`config.mk`:
```
export PLATFORM = sky130hd
export DESIGN_NAME = dly_load_seq
export DESIGN_NICKNAME = d
export VERILOG_FILES = /design/src/rtl/dly_load_seq_pkg.sv /design/src/rtl/dly_load_seq_table.sv /design/src/rtl/dly_load_seq.sv
export SDC_FILE = /design/constraint.sdc
export NUM_CORES = 1
export LEC_CHECK = 0
export CAP_MARGIN = 10
export CORE_MARGIN = 3
export CORE_UTILIZATION = 55
export CTS_CLUSTER_DIAMETER = 150
export DETAILED_ROUTE_END_ITERATION = 8
export PLACE_DENSITY = 0.78
export SYNTH_ARGS = -nofsm -noshare
export SYNTH_HDL_FRONTEND = slang
export SYNTH_SLANG_ARGS = --single-unit
```
`constraint.sdc`:
```
create_clock -name clk -period 1.9 [get_ports clk]
set_input_delay 0.19 -clock clk [delete_from_list [all_inputs] [get_ports clk]]
set_output_delay 0.19 -clock clk [all_outputs]
set_load 0.01 [all_outputs]
```
`src/rtl/dly_load_seq_pkg.sv`:
```
`default_nettype none
// ============================================================================
// Module      : dly_load_seq_pkg
// Description : Shared tap width and sequencer state encoding for the
//               delay-line load sequencer.
// Revision    : 1.0 - initial release
// ============================================================================
package dly_load_seq_pkg;

    localparam int DLY_WIDTH = 5;
    localparam int STATE_W   = 3;

    localparam logic [STATE_W-1:0] ST_IDLE   = 3'd0;
    localparam logic [STATE_W-1:0] ST_LOAD   = 3'd1;
    localparam logic [STATE_W-1:0] ST_SET    = 3'd2;
    localparam logic [STATE_W-1:0] ST_SETTLE = 3'd3;
    localparam logic [STATE_W-1:0] ST_FIN    = 3'd4;

    typedef logic [DLY_WIDTH-1:0] dly_t;

endpackage
`default_nettype wire

```
`src/rtl/dly_load_seq_table.sv`:
```
`default_nettype none
// ============================================================================
// Module      : dly_table
// Description : Per-lane staged/applied tap tables with single-lane write,
//               bulk staged-to-applied copy and registered readback.
// Revision    : 1.0 - initial release
// ============================================================================
module dly_table
    import dly_load_seq_pkg::*;
#(
    parameter int NUM_LANES = 8,
    parameter int LANE_BITS = 3
) (
    input  logic                 clk,
    input  logic                 rst_n,
    input  logic                 wr_en,
    input  logic [LANE_BITS-1:0] wr_lane,
    input  logic [DLY_WIDTH-1:0] wr_data,
    input  logic                 copy_en,
    input  logic [LANE_BITS-1:0] rd_lane,
    output logic [DLY_WIDTH-1:0] rd_staged,
    output logic [DLY_WIDTH-1:0] rd_applied
);

    logic [DLY_WIDTH-1:0] r_staged   [NUM_LANES];
    logic [DLY_WIDTH-1:0] r_applied  [NUM_LANES];
    logic [DLY_WIDTH-1:0] r_rd_staged;
    logic [DLY_WIDTH-1:0] r_rd_applied;
    logic [DLY_WIDTH-1:0] w_rd_staged;
    logic [DLY_WIDTH-1:0] w_rd_applied;

    // Lane selects beyond the table match no entry and read back as zero.
    always_comb begin
        w_rd_staged  = '0;
        w_rd_applied = '0;
        for (int i = 0; i < NUM_LANES; i++) begin
            if (rd_lane == LANE_BITS'(i)) begin
                w_rd_staged  = r_staged[i];
                w_rd_applied = r_applied[i];
            end
        end
    end

    always_ff @(posedge clk or negedge rst_n) begin
        if (!rst_n) begin
            for (int i = 0; i < NUM_LANES; i++) begin
                r_staged[i]  <= '0;
                r_applied[i] <= '0;
            end
            r_rd_staged  <= '0;
            r_rd_applied <= '0;
        end else begin
            for (int i = 0; i < NUM_LANES; i++) begin
                if (copy_en) begin
                    r_applied[i] <= r_staged[i];
                end
                if (wr_en && (wr_lane == LANE_BITS'(i))) begin
                    r_staged[i] <= wr_data;
                end
            end
            r_rd_staged  <= w_rd_staged;
            r_rd_applied <= w_rd_applied;
        end
    end

    assign rd_staged  = r_rd_staged;
    assign rd_applied = r_rd_applied;

endmodule
`default_nettype wire

```
`src/rtl/dly_load_seq.sv`:
```
`default_nettype none
// ============================================================================
// Module      : dly_load_seq
// Description : Sequences per-lane delay-tap loads and a common transfer
//               strobe, then waits for the delay lines to settle.
// Revision    : 1.0 - initial release
// ============================================================================
module dly_load_seq
    import dly_load_seq_pkg::*;
#(
    parameter int NUM_LANES     = 8,
    parameter int LANE_BITS     = 3,
    parameter int SETTLE_CYCLES = 4
) (
    input  logic                 clk,
    input  logic                 rst_n,
    input  logic                 cmd_valid,
    output logic                 cmd_ready,
    input  logic [LANE_BITS-1:0] cmd_lane,
    input  logic [DLY_WIDTH-1:0] cmd_delay,
    input  logic                 cmd_apply,
    output logic [DLY_WIDTH-1:0] dly_val,
    output logic [NUM_LANES-1:0] dly_ld,
    output logic                 dly_set,
    output logic                 busy,
    output logic                 done,
    output logic                 err,
    input  logic [LANE_BITS-1:0] rd_lane,
    output logic [DLY_WIDTH-1:0] rd_staged,
    output logic [DLY_WIDTH-1:0] rd_applied
);

    localparam int                   c_cnt_w     = $clog2(SETTLE_CYCLES + 1);
    localparam logic [c_cnt_w-1:0]   c_settle    = c_cnt_w'(SETTLE_CYCLES);
    localparam logic [LANE_BITS:0]   c_num_lanes = (LANE_BITS + 1)'(NUM_LANES);

    logic [STATE_W-1:0]   r_state;
    logic [STATE_W-1:0]   w_state_nxt;
    logic [LANE_BITS-1:0] r_lane;
    logic                 r_apply;
    logic                 r_lane_ok;
    logic [c_cnt_w-1:0]   r_cnt;
    logic [DLY_WIDTH-1:0] r_dly_val;
    logic [NUM_LANES-1:0] r_dly_ld;
    logic                 r_dly_set;
    logic                 r_done;
    logic                 r_err;
    logic                 w_hs;
    logic                 w_cmd_ok;
    logic [NUM_LANES-1:0] w_onehot;

    assign cmd_ready = (r_state == ST_IDLE);
    assign w_hs      = cmd_valid & cmd_ready;
    assign w_cmd_ok  = ({1'b0, cmd_lane} < c_num_lanes);
    assign w_onehot  = NUM_LANES'(1) << cmd_lane;

    always_comb begin
        w_state_nxt = r_state;
        case (r_state)
            ST_IDLE:   if (w_hs) w_state_nxt = ST_LOAD;
            ST_LOAD:   w_state_nxt = (r_apply && r_lane_ok) ? ST_SET : ST_FIN;
            ST_SET:    w_state_nxt = ST_SETTLE;
            ST_SETTLE: if (r_cnt <= c_cnt_w'(1)) w_state_nxt = ST_FIN;
            ST_FIN:    w_state_nxt = ST_IDLE;
            default:   w_state_nxt = ST_IDLE;
        endcase
    end

    // Strobes are decoded from the next state so they are flop outputs that
    // line up exactly with the state they belong to.
    always_ff @(posedge clk or negedge rst_n) begin
        if (!rst_n) begin
            r_state   <= ST_IDLE;
            r_lane    <= '0;
            r_apply   <= 1'b0;
            r_lane_ok <= 1'b0;
            r_cnt     <= '0;
            r_dly_val <= '0;
            r_dly_ld  <= '0;
            r_dly_set <= 1'b0;
            r_done    <= 1'b0;
            r_err     <= 1'b0;
        end else begin
            r_state   <= w_state_nxt;
            r_dly_ld  <= '0;
            r_err     <= 1'b0;
            r_dly_set <= (w_state_nxt == ST_SET);
            r_done    <= (w_state_nxt == ST_FIN);
            if (w_hs) begin
                r_lane    <= cmd_lane;
                r_apply   <= cmd_apply;
                r_lane_ok <= w_cmd_ok;
                if (w_cmd_ok) begin
                    r_dly_ld  <= w_onehot;
                    r_dly_val <= cmd_delay;
                end else begin
                    r_err <= 1'b1;
                end
            end
            if (r_state == ST_SET) begin
                r_cnt <= c_settle;
            end else if (r_state == ST_SETTLE) begin
                r_cnt <= r_cnt - c_cnt_w'(1);
            end
        end
    end

    dly_table #(
        .NUM_LANES (NUM_LANES),
        .LANE_BITS (LANE_BITS)
    ) u_table (
        .clk        (clk),
        .rst_n      (rst_n),
        .wr_en      ((r_state == ST_LOAD) && r_lane_ok),
        .wr_lane    (r_lane),
        .wr_data    (r_dly_val),
        .copy_en    (r_state == ST_SET),
        .rd_lane    (rd_lane),
        .rd_staged  (rd_staged),
        .rd_applied (rd_applied)
    );

    assign dly_val = r_dly_val;
    assign dly_ld  = r_dly_ld;
    assign dly_set = r_dly_set;
    assign done    = r_done;
    assign err     = r_err;
    assign busy    = (r_state != ST_IDLE);

endmodule
`default_nettype wire

```
==> results of run 1 <==
==> metal layers <==
layer	GRT usage	up-vias	wire, um	part of all wire
met2	0.404	113	5730	0.50
met3	0.0553	27	522	0.046
met4	0.0999	0	275	0.024
li1	-	1575	-	-
met1	0.308	1798	4940	0.43
met5	0	-	0	0
==> per-stage QoR <==
step	hold slack, ns	utilization	instances
floorplan	-0.106	-	408
global placement	0.133	0.655	561
detailed placement	0.131	0.655	561
CTS	0.135	0.719	592
global route	0.176	0.720	593
finish	0.150	0.720	593
==> final cells by class <==
type | count | area [um^2]
Tap cell | 108 | 135
Timing Repair Buffer | 71 | 683
Fill cell | 601 | 2480
Sequential cell | 116 | 2900
Multi-Input combinational cell | 263 | 2080
Inverter | 5 | 18.8
Clock inverter | 7 | 48.8
Clock buffer | 23 | 497
==> state kept, by name, indices dropped and copies added, names as in the netlist <==
| name | flops |
|---|---|
| dly_set | 1 |
| dly_val | 5 |
| r_lane_ok | 1 |
| u_table.r_staged | 40 |
| u_table.rd_staged | 5 |
| r_lane | 3 |
| r_state | 3 |
| u_table.r_applied | 40 |
| dly_ld | 8 |
| r_apply | 1 |
| u_table.rd_applied | 5 |
| done | 1 |
| r_cnt | 3 |
==> report_power, final <==
| part | total [mW] | switching [mW] | leakage, nW | internal [mW] |
|---|---|---|---|---|
| combinational | 3.04 | 1.34 | 1.17 | 1.70 |
| sequential | 4.14 | 0.730 | 1.49 | 3.41 |
| clock | 2.83 | 1.03 | 0.272 | 1.79 |
| total | 10.0 | 3.11 | 2.94 | 6.90 |
==> kinds of logic (layout without fill, tap and decap cells) <==
family                   after synthesis  in the layout  synth area share
AO/OA/AOI/OAI                         63             63            0.0873
adder cells (fa/ha/maj)                2              2           0.00490
buffers and inverters                 29            106            0.0262
flip-flops                           116            116             0.569
multiplexers                          93             93             0.204
other                                  1              1          0.000735
AND/OR/NAND/NOR                      104            104             0.108
==> cells in the final DEF, fill, tap and decap left out, types with 3 or more instances in the layout <==
cell	instances
a211oi_1	7
a21o_1	15
a21oi_1	4
a221oi_1	8
a22oi_1	7
a31oi_1	7
buf_12	4
buf_4	26
clkbuf_16	16
clkbuf_8	7
clkdlybuf4s50_1	38
clkinv_2	3
clkinv_4	3
dfrtp_1	115
inv_1	5
mux2_2	78
mux2i_1	12
nand2_1	48
nand2b_1	5
nand3b_1	3
nor2_1	10
nor2b_1	11
nor3_1	4
o211ai_1	4
o21ai_0	9
or2_2	7
==> how the worst max path moves through the flow <==
stage / startpoint / endpoint / slack (ns) / cells after the start
finish: r_state[0] / u_table.r_staged[32] / 0.09 / 4
global route: r_state[0] / u_table.r_staged[32] / 0.02 / 4
CTS: r_state[0] / u_table.r_staged[10] / 0.07 / 4
detailed placement: rd_lane[2] / u_table.rd_staged[0] / -0.02 / 5
global placement: rd_lane[2] / u_table.rd_staged[4] / -0.03 / 5
floorplan: r_state[2] / u_table.r_staged[30] / 0.26 / 4
==> cells in the mapped netlist, drive strengths merged, types with 2 or more instances <==
library cell / n / area, um^2
a211oi: 7 / 52.6
a21o: 15 / 113
a21oi: 4 / 20.0
a221oi: 8 / 70.1
a22oi: 7 / 52.6
a31oi: 7 / 43.8
and2: 2 / 12.5
buf: 16 / 85.1
clkbuf: 8 / 30.0
dfrtp: 116 / 2900
ha: 2 / 25.0
inv: 5 / 18.8
mux2: 80 / 901
mux2i: 12 / 120
nand2: 48 / 180
nand2b: 6 / 40.0
nand3: 2 / 10.0
nand3b: 3 / 22.5
nor2: 11 / 43.8
nor2b: 11 / 68.8
nor3: 6 / 41.3
nor3b: 5 / 60.1
o211ai: 4 / 30.0
o21ai: 9 / 45.0
or2: 7 / 43.8
==> repair_timing <==
item | 4_1_cts | 5_1_grt
resized for setup | 5 | 0
endpoints found under the hold margin | 116 | 0
hold buffers | 1 | 0
setup endpoints to repair | 3 | 4
setup buffers | 0 | 1
pin swaps | 0 | 1
==> flow_summary.toml, run 1 <==
[routing]
ant_nets = 0
drc = 0
wirelength_um = 11500
num_vias = 3513
via_per_inst = 5.92
drtIter0Drc = 162
avgRoutedWirePerCell_um = 19.3
drtPass1Iterations = 4

[pwr]
p_leak_nw = 2.94
finalPower_mw = 10.0
p_per_area_nw_per_um2 = 1570
vdd_drop_max_mv = 0.916

[critical_path]
worstPathBufferInverterCount = 0
crit_fanout = 5
worst-r2r-cell-count = 4
crit_slowest_cell = "dfrtp_1"
rrSetupSlack_ns = 0.09
worst_setup_path_start_kind = "register"
r2r-start = "r_state[0]"
critPathTopFamily = "simple AND/OR/NAND/NOR gates"
critPathCaptureType = "register"
path_cells = "and4bb_2 > nand2b_2 > nor3b_4 > mux2_2"
r2r_end = "u_table.r_staged[32]"
critPathMaxStageDelay_ns = 0.44
worstSetupPathType = "reg -> reg"
cp.arrival_ns = 2.19
required_ns = 2.28

[final_layout]
area_delta_synth_final_pct = 24.8
insertedDiodeCount = 0
drive_above_1_share = 0.322
fin_area_um2 = 6370
layout.nets = 491

[floorplanning]
coreArea_um2 = 8850
die_h_um = 102
start_util = 0.577
pin_count = 43
rows = 34
dieArea_um2 = 10500
die_w_um = 102

[yosys]
synth_edf_count = 0
ys_seq_area_frac = 0.569
ys_warn_count = 0
ys_ff_latch = 116
synthCells = 408
mappedNetlistNets = 425
synthArstFlopShare = 1.00
yosysUniqueCellTypes = 39
synth_ff_type = "dfrtp_1"
avgSynthCellArea_um2 = 12.5
syn_area_um2 = 5100

[place]
dpl_cell_area_um2 = 5800
pre_cts_ws_ns = -0.0166
dp_hpwl_um = 7590
gp_congestion = 0.850
port_buffers = 41

[cts]
cts_inserted_buffers = 17
cts_sinks = 116
clock_latency_ns = 0.50
cts_tree = "yes"
cts_htree_levels = 4
clk_pin_slew_worst_paths_ns = 0.06
clockRootBuffer = "clkbuf_8"
cts_buffer_depth = 2

[global_routing]
grt_antenna_before_repair = 0
grt_max_degree = 50
grt_usage = 0.243
grt_pass1_wl_um = 19000
grt_pass1_vias = 3749
grt_overflow = 0

[run]
cap_violations = 0

[timing]
max_slew_margin = 0.529
tightestPinTransition_ns = 0.705
final.setup.worst_slack_ns = 0.0937
min_period_ns = 1.81
drv_slew = 0
skew_ns = 0.00686
fmax_ghz = 0.554
fin_crit_sh = 0.951
hold_viol = 0
rsz0062_at_grt = "false"
setup_viol = 0
fin_setup_tns_ns = 0

[hold_path]
min_path_type = "in -> async"

[status]
status = "finished, final reports clean"
No activity file was read; power rests on OpenSTA's default activity.
==> run 2: changes to the inputs <==
--- a/config.mk
+++ b/config.mk
@@ -8,9 +8,9 @@
 export CAP_MARGIN = 10
 export CORE_MARGIN = 3
 export CORE_UTILIZATION = 55
-export CTS_CLUSTER_DIAMETER = 150
 export DETAILED_ROUTE_END_ITERATION = 8
-export PLACE_DENSITY = 0.78
+export PLACE_DENSITY = 0.88
+export SLEW_MARGIN = 20
 export SYNTH_ARGS = -nofsm -noshare
 export SYNTH_HDL_FRONTEND = slang
 export SYNTH_SLANG_ARGS = --single-unit
==> run 2 against run 1 <==
Against the previous run:
- worst hold slack better by 0.056 ns
- register-to-register slack worse by 0.02 ns
- cell count rose by 0.51%
- combinational power up 2%
- clock skew grew 0.00063 ns
- first-iteration DRC count grew 44%
- critical endpoint is now u_table.r_staged[30]
==> flow_summary.toml, run 2 (synthesis gave the netlist of run 1 again) <==
[cts]
cts_inserted_buffers = 17
clk_pin_slew_worst_paths_ns = 0.06
cts_buffer_depth = 2
clockRootBuffer = "clkbuf_8"
clock_latency_ns = 0.51
cts_htree_levels = 4
cts_sinks = 116
cts_tree = "yes"

[pwr]
p_int_mw = 7.36
switching_share = 0.309
p_clk_frac = 0.319
seq_power_share = 0.390
p_per_area_nw_per_um2 = 1650
finalPower_mw = 10.6
pwr-share-comb = 0.291
p_switching_mw = 3.28
vdd_drop_max_mv = 0.851
p_leak_nw = 2.97

[global_routing]
grt_pass1_wl_um = 19500
grt_pass1_vias = 3860
grt_overflow = 0
grt_usage = 0.250
grt_max_degree = 117
grt_antenna_before_repair = 0

[timing]
min_period_ns = 1.83
skew_ns = 0.00749
final.setup.worst_slack_ns = 0.0696
hold_viol = 0
fmax_ghz = 0.546
tightestPinTransition_ns = 0.724
fin_crit_sh = 0.963
fin_setup_tns_ns = 0
setup_viol = 0
max_slew_margin = 0.516
whs_ns = 0.207
rsz0062_at_grt = "false"
drv_slew = 0

[critical_path]
worstSetupPathType = "reg -> reg"
worst_setup_path_start_kind = "register"
crit_fanout = 7
required_ns = 2.29
critPathCaptureType = "register"
cp.arrival_ns = 2.22

[run]
cap_violations = 0

[final_layout]
layout_commonest_cell = "dfrtp_1"
nFillCells = 556
area_delta_synth_final_pct = 26.5
final_cell_mix = "dfrtp_1, mux2_2, nand2_1, clkdlybuf4s50_1, buf_4"
layout.nets = 493
drive_above_1_share = 0.326
insertedDiodeCount = 0

[routing]
avgRoutedWirePerCell_um = 20.5
drc = 0
drtPass1Iterations = 5
ant_nets = 0
via_per_inst = 6.05
wirelength_um = 12200
num_vias = 3604
drtIter0Drc = 234

[status]
status = "finished, final reports clean"

[hold_path]
min_path_type = "in -> reg"

[place]
gp_congestion = 0.818
dp_hpwl_um = 7540
port_buffers = 41
pre_cts_ws_ns = -0.0212

[floorplanning]
start_util = 0.577
die_w_um = 102
dieArea_um2 = 10500
rows = 34
pin_count = 43
die_h_um = 102
coreArea_um2 = 8850
## run 2: cell types whose count changed in the layout (fill, tap and decap cells not counted)
cell	delta
buf_12	-1
buf_4	+3
bufinv_16	+5
clkbuf_1	+1
clkbuf_8	-6
clkinv_2	-1
clkinvlp_4	+2
dfrtp_1	-1
dfrtp_2	+1
## run 2: worst paths after layout
path / cells after the start / from / slack [ns] / to
hold / removal: 3 / cmd_apply / 0.21 / r_apply
min in group asynchronous: 3 / rst_n / 0.30 / u_table.r_applied[21]
max in group asynchronous: 3 / rst_n / 1.11 / r_state[1]
setup / recovery: 5 / r_state[1] / 0.07 / u_table.r_staged[30]
setup reg to reg: 5 / r_state[1] / 0.07 / u_table.r_staged[30]
hold reg to reg: 1 / r_lane_ok / 0.49 / r_lane_ok
## run 2: what timing repair did
| action | in CTS | in global routing |
|---|---|---|
| endpoints found under the setup margin | 7 | 7 |
| gates resized for setup | 5 | 1 |
| pin swaps | 1 | 1 |
| hold buffers | 1 | 0 |
| buffers inserted | 2 | 2 |
| gates cloned | 0 | 0 |
| endpoints found under the hold margin | 116 | 0 |
## run 2: per-stage QoR
stage	cells	util	cell area [um^2]
after floorplan	408	-	5100
after global placement	560	0.653	5780
after detailed placement	560	0.653	5780
after CTS	594	0.728	6440
after global routing	596	0.729	6450
final	596	0.729	6450
## run 2: cell type report
type,instances,area (um^2),area share
flip-flops and latches,116,2910,0.450
clock inverters,13,209,0.0324
well taps,108,135,0.0209
repair buffers,73,686,0.106
multi-input cells,263,2080,0.323
clock buffers,18,418,0.0647
inverters,5,18.8,0.00291
## run 2: power by group through the flow
stage	combinational [mW]	clock, mW	sequential, mW
2_1_floorplan	1.96	0	3.96
3_3_place_gp	2.88	0	4.06
3_5_place_dp	3.03	0	4.11
4_1_cts	3.08	3.42	4.12
5_1_grt	3.35	3.53	4.26
6_report	3.09	3.39	4.15
## run 2: metal layers
metal	up-vias	wire [um]	track usage
met4	0	386	0.130
met5	-	0	0
li1	1573	-	-
met3	35	584	0.0751
met1	1861	5060	0.299
met2	135	6160	0.408
## run 2: critical path, cell delays in order, from the launching register on
cell and delay, ns:
dfrtp_2 0.45, and4bb_2 0.35, nand2b_2 0.15, nor3b_4 0.23
buf_4 0.18, mux2_2 0.34
==> run 3: changes to the inputs <==
--- a/config.mk
+++ b/config.mk
@@ -5,11 +5,12 @@
 export SDC_FILE = /design/constraint.sdc
 export NUM_CORES = 1
 export LEC_CHECK = 0
+export ABC_AREA = 1
 export CAP_MARGIN = 10
 export CORE_MARGIN = 3
 export CORE_UTILIZATION = 55
 export DETAILED_ROUTE_END_ITERATION = 8
-export PLACE_DENSITY = 0.88
+export PLACE_DENSITY = 0.89
 export SLEW_MARGIN = 20
 export SYNTH_ARGS = -nofsm -noshare
 export SYNTH_HDL_FRONTEND = slang
==> run 3 against run 2 <==
Against the previous run:
- sequential power barely moved
- clock skew rose by 0.0018 ns
- flip-flop and latch count unchanged
- cell count up 9.4%
- maximum frequency is 8.2% higher
- non-clock buffer count is 20 lower
- critical path depth fell by 1
- die area shrank 3.7%
- via count up 11%
- cell area decreased by 5.4%
- worst hold slack lost 0.028 ns
- largest cell class unchanged
==> flow_summary.toml, run 3 <==
[final_layout]
final_cell_mix = "dfrtp_1, nand2_1, nand4_1, o21ai_0, clkdlybuf4s50_1"
multi_input_area_um2 = 1780
nFillCells = 527
layout.nets = 551
drive_above_1_share = 0.179
layout_commonest_cell = "dfrtp_1"
insertedDiodeCount = 0
fin_area_um2 = 6110
area_delta_synth_final_pct = 24.5
seq_area_um2 = 2900

[timing]
setup_viol = 0
max_slew_margin = 0.482
tightestPinTransition_ns = 0.774
fmax_ghz = 0.591
drv_slew = 0
fin_crit_sh = 0.891
final.setup.worst_slack_ns = 0.208
whs_ns = 0.179
hold_viol = 0
min_period_ns = 1.69
skew_ns = 0.00931
rsz0062_at_grt = "false"

[critical_path]
cp.arrival_ns = 1.50
worstSetupPathType = "reg -> out"
startpoint = "r_state[2]"
worst-r2r-cell-count = 6
path_cells = "nor2_2 > nand2_1 > inv_2 > dlygate4sd2_1"
crit_fanout = 4
required_ns = 1.71
worstPathBufferInverterCount = 2
r2r_end = "u_table.r_staged[4]"
rrSetupSlack_ns = 0.26
r2r-start = "r_state[2]"
critPathMaxStageDelay_ns = 0.42
crit_cells = 4
crit_slowest_cell = "dfrtp_1"
critPathCaptureType = "output pin"
critPathTopFamily = "flip-flops"
worst_setup_path_start_kind = "register"
crit_path_end = "cmd_ready"

[floorplanning]
die_h_um = 100
die_w_um = 100
rows = 33
coreArea_um2 = 8420
dieArea_um2 = 10100
pin_count = 43
start_util = 0.582

[cts]
clock_latency_ns = 0.52
cts_inserted_buffers = 17
clk_pin_slew_worst_paths_ns = 0.06
cts_htree_levels = 4
cts_tree = "yes"
cts_sinks = 116
clockRootBuffer = "clkbuf_8"
cts_buffer_depth = 2
postCtsSetupBuffers = 0

[global_routing]
grt_pass1_vias = 4244
grt_max_degree = 48
grt_usage = 0.270
grt_antenna_before_repair = 0
grt_overflow = 0
grt_pass1_wl_um = 20700

[pwr]
switching_share = 0.341
p_int_mw = 6.81
finalPower_mw = 10.3
p_clk_frac = 0.320
seq_power_share = 0.402
p_switching_mw = 3.52
pwr-share-comb = 0.278
vdd_drop_max_mv = 1.32
p_per_area_nw_per_um2 = 1690
p_leak_nw = 2.83

[yosys]
synth_edf_count = 0
yosysTopAreaCellShare = 0.592
synthCells = 482
synth.area.top_cells = "dfrtp_1, mux2_2, nand2_1"
synth_ff_type = "dfrtp_1"
ys_seq_area_frac = 0.592
yosysUniqueCellTypes = 31
avgSynthCellArea_um2 = 10.2
ys_ff_latch = 116
mappedNetlistNets = 499
synth.most_common_cell = "dfrtp_1"
ys_warn_count = 0
synthArstFlopShare = 1.00
synth_area_leader_cell = "dfrtp_1"
ys_top_cells_by_count = "dfrtp_1, nand2_1, nand4_1"
syn_area_um2 = 4900

[routing]
avgRoutedWirePerCell_um = 19.5
ant_nets = 0
drtPass1Iterations = 5
drtIter0Drc = 412
num_vias = 4014
drc = 0
via_per_inst = 6.16
wirelength_um = 12700

[hold_path]
min_path_type = "in -> async"

[status]
status = "finished, final reports clean"

[place]
port_buffers = 41
gp_congestion = 0.802
dpl_cell_area_um2 = 5480
pre_cts_ws_ns = -0.205
dp_hpwl_um = 7680

[run]
cap_violations = 0
## run 3: cell type report
class                   instances  share of cell area
well taps                     105              0.0215
inverters                      32              0.0197
multi-input cells             314               0.292
flip-flops and latches        116               0.475
repair buffers                 53              0.0903
clock buffers                  17              0.0678
clock inverters                15              0.0336
## run 3: worst min-delay path by stage
stage | from | endpoint | slack (ns)
floorplan | rst_n | dly_ld[0] | -0.11
global placement | rst_n | u_table.r_applied[28] | 0.17
detailed placement | rst_n | u_table.r_applied[28] | 0.18
CTS | rst_n | u_table.r_applied[28] | 0.19
global route | rst_n | u_table.r_applied[28] | 0.19
finish | rst_n | u_table.r_applied[28] | 0.18
## run 3: logic make-up after synthesis
logic type / after synthesis / synth area share
muxes: 33 / 0.0758
buffers and inverters: 52 / 0.0452
DFF: 116 / 0.592
adders and majority gates: 2 / 0.00510
and+or+nand+nor: 212 / 0.212
other: 1 / 0.000765
AOI/OAI and AO/OA: 66 / 0.0691
## run 3: per-layer routing
| metal | global-route usage | vias up | part of all wire |
|---|---|---|---|
| met2 | 0.452 | 231 | 0.50 |
| met5 | 0 | - | 0 |
| li1 | - | 1755 | - |
| met3 | 0.0903 | 61 | 0.080 |
| met1 | 0.308 | 1967 | 0.38 |
| met4 | 0.135 | 0 | 0.040 |
## run 3: what timing repair did
action / 4_1_cts / 5_1_grt
setup endpoints to repair: 1 / 1
hold buffers: 1 / 0
hold endpoints to repair: 31 / 0
gates resized for setup: 3 / 1
## run 3: power by group through the flow
| stage | Sequential, mW | Clock, mW | Combinational (mW) |
|---|---|---|---|
| final | 4.15 | 3.31 | 2.87 |
| after global routing | 4.23 | 3.44 | 3.17 |
| after CTS | 4.12 | 3.31 | 2.87 |
| after detailed placement | 4.12 | 0 | 2.76 |
| after global placement | 4.05 | 0 | 2.60 |
| after floorplan | 3.98 | 0 | 1.77 |
## run 3: stage by stage
step                      std cells  TNS (ns)  utilization
final                           652         0        0.725
after detailed placement        619     -1.61        0.650
after CTS                       652         0        0.725
after global placement          619    -0.400        0.650
after global routing            652         0        0.725
after floorplan                 482         0            -
